$ cat src/rtl/fetch_pkg.sv
// Shared types and constants for the prefetching instruction-fetch unit.
package fetch_pkg;

   // One queued fetch result: byte PC of the word and the word itself.
   typedef struct packed {
      logic [31:0] pc;
      logic [31:0] instr;
   } fetch_entry_t;

   // Sequential fetch advances one 32-bit word at a time.
   localparam logic [31:0] FETCH_STEP = 32'd4;

   // Redirect targets are word aligned; the low two bits are ignored.
   function automatic logic [31:0] align_pc(input logic [31:0] pc);
      return {pc[31:2], 2'b00};
   endfunction

endpackage

$ cat src/rtl/fetch_fifo.sv
// Small synchronous queue of fetch entries with wrap-bit pointers and a flush.
module fetch_fifo
   import fetch_pkg::*;
#(
   parameter int DEPTH = 4
) (
   input  logic                     clk,
   input  logic                     rst,
   input  logic                     i_flush,
   input  logic                     i_push,
   input  logic                     i_pop,
   input  fetch_entry_t             i_din,
   output fetch_entry_t             o_dout,
   output logic [$clog2(DEPTH):0]   o_count
);

   localparam int PW = $clog2(DEPTH);

   logic [PW:0]  r_wr_ptr;
   logic [PW:0]  r_rd_ptr;
   fetch_entry_t r_mem [DEPTH];

   // Storage and pointers; storage is cleared on reset so the head reads zero.
   always_ff @(posedge clk or posedge rst) begin
      if (rst) begin
         r_wr_ptr <= '0;
         r_rd_ptr <= '0;
         for (int i = 0; i < DEPTH; i++) begin
            r_mem[i] <= '0;
         end
      end else if (i_flush) begin
         r_wr_ptr <= '0;
         r_rd_ptr <= '0;
      end else begin
         if (i_push) begin
            r_mem[r_wr_ptr[PW-1:0]] <= i_din;
            r_wr_ptr                <= r_wr_ptr + 1'b1;
         end
         if (i_pop) begin
            r_rd_ptr <= r_rd_ptr + 1'b1;
         end
      end
   end

   assign o_dout  = r_mem[r_rd_ptr[PW-1:0]];
   assign o_count = r_wr_ptr - r_rd_ptr;

endmodule

$ cat src/rtl/rv32_fetch_queue.sv
// Prefetching fetch unit: streams imem reads into a queue of {pc, instr}
// pairs for decode, with redirect flushing the queue and any in-flight read.
module rv32_fetch_queue
   import fetch_pkg::*;
#(
   parameter int          ADDR_WIDTH_I = 10,
   parameter int          DATA_WIDTH_I = 32,
   parameter int          DEPTH        = 4,
   parameter logic [31:0] RESET_PC     = 32'h0000_0000
) (
   input  logic                      clk,
   input  logic                      rst,
   input  logic                      fetch_en,
   output logic                      imem_req,
   output logic [ADDR_WIDTH_I-1:0]   imem_addr,
   input  logic [DATA_WIDTH_I-1:0]   data_imem,
   output logic                      instr_valid,
   input  logic                      instr_ready,
   output logic [DATA_WIDTH_I-1:0]   instr,
   output logic [31:0]               instr_pc,
   input  logic                      redirect_valid,
   input  logic [31:0]               redirect_pc,
   output logic [$clog2(DEPTH):0]    count
);

   localparam int             CW      = $clog2(DEPTH) + 1;
   localparam logic [CW:0]    LP_DEPTH = (CW + 1)'(DEPTH);

   logic [31:0]   r_fetch_pc;
   logic [31:0]   r_pending_pc;
   logic          r_pending;

   logic          w_pop;
   logic          w_push;
   logic          w_issue;
   logic [CW:0]   w_credit;
   fetch_entry_t  w_push_entry;
   fetch_entry_t  w_head;

   // A redirect wins over consumption: the head is not taken that cycle.
   assign w_pop    = instr_valid && instr_ready && !redirect_valid;
   // Slots already committed once this cycle settles; a new read may only
   // be issued if its data is guaranteed a free entry.
   assign w_credit = {1'b0, count} + {{CW{1'b0}}, r_pending} - {{CW{1'b0}}, w_pop};
   assign w_issue  = !rst && fetch_en && !redirect_valid && (w_credit < LP_DEPTH);
   assign w_push   = r_pending && !redirect_valid;

   assign w_push_entry.pc    = r_pending_pc;
   assign w_push_entry.instr = data_imem;

   // Fetch address and in-flight read tracking.
   always_ff @(posedge clk or posedge rst) begin
      if (rst) begin
         r_fetch_pc   <= RESET_PC;
         r_pending    <= 1'b0;
         r_pending_pc <= '0;
      end else if (redirect_valid) begin
         r_fetch_pc <= align_pc(redirect_pc);
         r_pending  <= 1'b0;
      end else begin
         r_pending <= w_issue;
         if (w_issue) begin
            r_pending_pc <= r_fetch_pc;
            r_fetch_pc   <= r_fetch_pc + FETCH_STEP;
         end
      end
   end

   fetch_fifo #(
      .DEPTH (DEPTH)
   ) u_fifo (
      .clk     (clk),
      .rst     (rst),
      .i_flush (redirect_valid),
      .i_push  (w_push),
      .i_pop   (w_pop),
      .i_din   (w_push_entry),
      .o_dout  (w_head),
      .o_count (count)
   );

   assign imem_req    = w_issue;
   assign imem_addr   = r_fetch_pc[ADDR_WIDTH_I+1:2];
   assign instr_valid = (count != '0);
   assign instr       = w_head.instr;
   assign instr_pc    = w_head.pc;

endmodule

$ cat config.mk
export PLATFORM = sky130hd
export DESIGN_NAME = rv32_fetch_queue
export DESIGN_NICKNAME = d
export VERILOG_FILES = /design/src/rtl/fetch_pkg.sv /design/src/rtl/fetch_fifo.sv /design/src/rtl/rv32_fetch_queue.sv
export SDC_FILE = /design/constraint.sdc
export NUM_CORES = 1
export LEC_CHECK = 0
export BUFFER_PORTS_ARGS = -buffer_cell sky130_fd_sc_hd__buf_2
export CAP_MARGIN = 10
export CORE_MARGIN = 10
export CORE_UTILIZATION = 45
export DETAILED_ROUTE_END_ITERATION = 6
export PLACE_DENSITY = 0.67
export SYNTH_ARGS = -nofsm -noshare
export SYNTH_HDL_FRONTEND = slang
export SYNTH_HIERARCHICAL = 1
export SYNTH_SLANG_ARGS = --single-unit
$ cat constraint.sdc
create_clock -name clk -period 8.23 [get_ports clk]
set_input_delay 1.646 -clock clk [delete_from_list [all_inputs] [get_ports clk]]
set_output_delay 1.646 -clock clk [all_outputs]
set_load 0.02 [all_outputs]
==> results.txt <==
CP startpoint = u_fifo/r_rd_ptr[0]$_DFFE_PP0P_
Internal = 0.00349 W
Port-buffer cells = 145
status = complete, no violations
mapped cell area = 16100 um2
Arrival @ worst endpoint = 4.75 ns
area delta synth->final = 12.3%
first-pass GRT wire length = 55.8 mm
antenna violations before repair = 0
total congestion overflow = 0
final net count = 1171
ant diodes = 0
Clock power frac = 0.383
post-CTS setup repair buffer count = 0
VDD IR-drop max = 245 uV
setup violators final = 0
vias post-DR = 8472
asr flop ratio synth = 1.00
DRC viols = 0
syn_area_per_cell = 16.8 um2
number of global-route vias before repair = 9434
Seq pwr share = 0.417
Initial Utilization = 0.454
Worst slew margin = 0.209
most frequent cells in the layout = 321 x dfrtp_1, 240 x mux2_4, 145 x buf_2
DRT Wirelength = 34.2 mm
final core occ = 0.510
Hold Fails Final Rpt = 0
Post-Synthesis Cells = 959
DIE AREA = 43700 um2
Clock Path Buffers = 3
clk_lat worst skew = 0.53 ns
GRT Overall Usage = 0.158
Die W = 209 um
Power Total = 0.00484 W
end of the critical path = imem_req
share of layout cells above drive strength 1 = 0.511
Routed Antenna Nets = 0
Min-Delay Path Class = reg2reg
commonest non-fill, non-tap cell in the layout = dfrtp_1
synthesized flop and latch total = 323
Slew Viols, Final = 0
Placement Cell Area = 16600 um2
IO Pins = 148
Final Cycle Share = 0.777
net switching fraction of the power = 0.278
critical path type = reg2out
worst r2r src = u_fifo/r_rd_ptr[0]$_DFFE_PP0P_
Num CTS Buffers = 38
CTS tree = yes
R2R setup slack = 3.41 ns
Fill cells = 2966
cts hold-fix bufs = 0
Worst-path clk slew = 0.06 ns
CTS-repair resized insts = 0
# clock sinks = 323
fmax = 156 MHz
pwr/cell area = 268 nW/um2
largest net degree at the start of global routing = 197
r2r endpoint = r_pending_pc[5]$_DFFE_PP0P_
Setup crit end kind = primary output
RSZ-0062 raised after global routing = false
Worst Setup Start Kind = flip-flop
Slew @ Worst Pin = 1.19 ns
vias per cell = 5.36
Reg2Reg Depth = 16
Fin Setup TNS = 0 ns
die height = 209 um
Worst Path Max Fanout = 26
Final Critical Period = 6.39 ns
GPL Wtd Cong = 0.792
detailed-router iteration count before antenna repair = 4
WL/cell = 21.7 um
DP HPWL = 20.7 mm
combinational group share of total power = 0.200
number of synthesized flops with an enable pin = 0
sequential area share after synthesis = 0.503
Switch Pwr = 0.00134 W
Leakage Power = 9.11 nW
initial DRC count = 544
max_cap viols = 0
Ys Warns = 6
Synth Flop Type = dfrtp_1
Yosys cell types = 51
Final Skew = 0.0202 ns
Worst EP required = 6.58 ns
total core area = 35400 um2
CTS HTree Levels = 2
cell row count = 69
root buffer cell = clkbuf_16
post-route cell area = 18000 um2
==> sequential cells by signal, summed over array words and instances (netlist names) <==
name / count
r_fetch_pc: 30
r_pending: 1
r_pending_pc: 30
u_fifo/r_mem: 256
u_fifo/r_rd_ptr: 3
u_fifo/r_wr_ptr: 3
==> cell type report <==
class / count / area, um2 / area share
clock buffer: 47 / 1030 / 0.0569
inverter: 16 / 63.8 / 0.00354
tap: 461 / 577 / 0.0320
clock inverter: 22 / 370 / 0.0205
timing repair buffer: 158 / 836 / 0.0463
sequential: 323 / 8090 / 0.449
multi-input combinational: 554 / 7070 / 0.392
==> critical path, stage by stage, from the launching register on <==
cell and delay (ns):
dfrtp_4 0.67, ha_1 0.29, fa_1 0.38, xnor2_1 0.15, xnor2_1 0.19, or3_1 0.40, and3b_1 0.27, ha_1 0.20
inv_1 0.06, ha_1 0.22, and3b_1 0.18, or4_1 0.41, buf_4 0.26, nand2_2 0.18, nand2b_2 0.11, inv_1 0.07
buf_2 0.15
==> Yosys cell counts (10+ instances only) <==
master   count  area [um2]
inv_1       16        60.1
nand2_1     31         116
buf_6       11         124
dfrtp_1    323        8080
xnor2_1     28         245
mux4_2      64        1440
mux2_2      22         248
o21ai_1     19        95.1
buf_4       16         120
ha_1        10         125
nand4_1     13        81.3
mux2_1      28         315
buf_12      28         561
mux2_4     240        3600
==> cells by family (layout without fill, tap and decap cells) <==
logic type	count (synthesis)	count (layout)	share of synthesized area
AND/OR/NAND/NOR	89	89	0.0333
adder cells (fa/ha/maj)	11	11	0.00904
flip-flops	323	323	0.503
multiplexers	357	357	0.351
other	1	8	0.000233
buffers and inverters	89	243	0.0586
XOR/XNOR	31	31	0.0169
AO/OA/AOI/OAI	58	58	0.0278
==> layer usage <==
metal  wire, um  vias to the layer above  global-route usage  share of wire
met2      15800                      178               0.240           0.46
met1      16200                     4486               0.223           0.47
met5          0                        -                   0              0
met4        586                        0              0.0422          0.017
met3       1660                       43              0.0331          0.048
li1           -                     3765                   -              -
==> through the flow <==
step	setup WS, ns	hold WS (ns)	std cells
after global routing	1.55	0.511	1581
final	1.84	0.503	1581
after detailed placement	2.39	0.487	1512
after CTS	1.76	0.505	1581
after global placement	2.37	0.483	1512
after floorplan	2.45	0.474	966
==> how the worst min path moves through the flow <==
| stage | startpoint | cells past startpoint | end | slack, ns |
|---|---|---|---|---|
| after global placement | u_fifo/r_mem[86]$_DFFE_PP0P_ | 1 | u_fifo/r_mem[86]$_DFFE_PP0P_ | 0.48 |
| after detailed placement | u_fifo/r_mem[137]$_DFFE_PP0P_ | 1 | u_fifo/r_mem[137]$_DFFE_PP0P_ | 0.49 |
| after floorplan | u_fifo/r_mem[59]$_DFFE_PP0P_ | 1 | u_fifo/r_mem[59]$_DFFE_PP0P_ | 0.47 |
| after global routing | u_fifo/r_mem[137]$_DFFE_PP0P_ | 1 | u_fifo/r_mem[137]$_DFFE_PP0P_ | 0.51 |
| after CTS | u_fifo/r_mem[42]$_DFFE_PP0P_ | 1 | u_fifo/r_mem[42]$_DFFE_PP0P_ | 0.50 |
| final | u_fifo/r_mem[135]$_DFFE_PP0P_ | 1 | u_fifo/r_mem[135]$_DFFE_PP0P_ | 0.50 |
==> power groups by stage <==
| stage | clock, W | sequential (W) | combinational (W) |
|---|---|---|---|
| 5_1_grt | 0.00197 | 0.00205 | 0.00104 |
| 6_report | 0.00185 | 0.00202 | 0.000966 |
| 2_1_floorplan | 0 | 0.00196 | 0.000743 |
| 3_3_place_gp | 0 | 0.00203 | 0.000969 |
| 4_1_cts | 0.00191 | 0.00202 | 0.000989 |
| 3_5_place_dp | 0 | 0.00204 | 0.000989 |
Note: power is estimated with default switching activity, not from simulation.
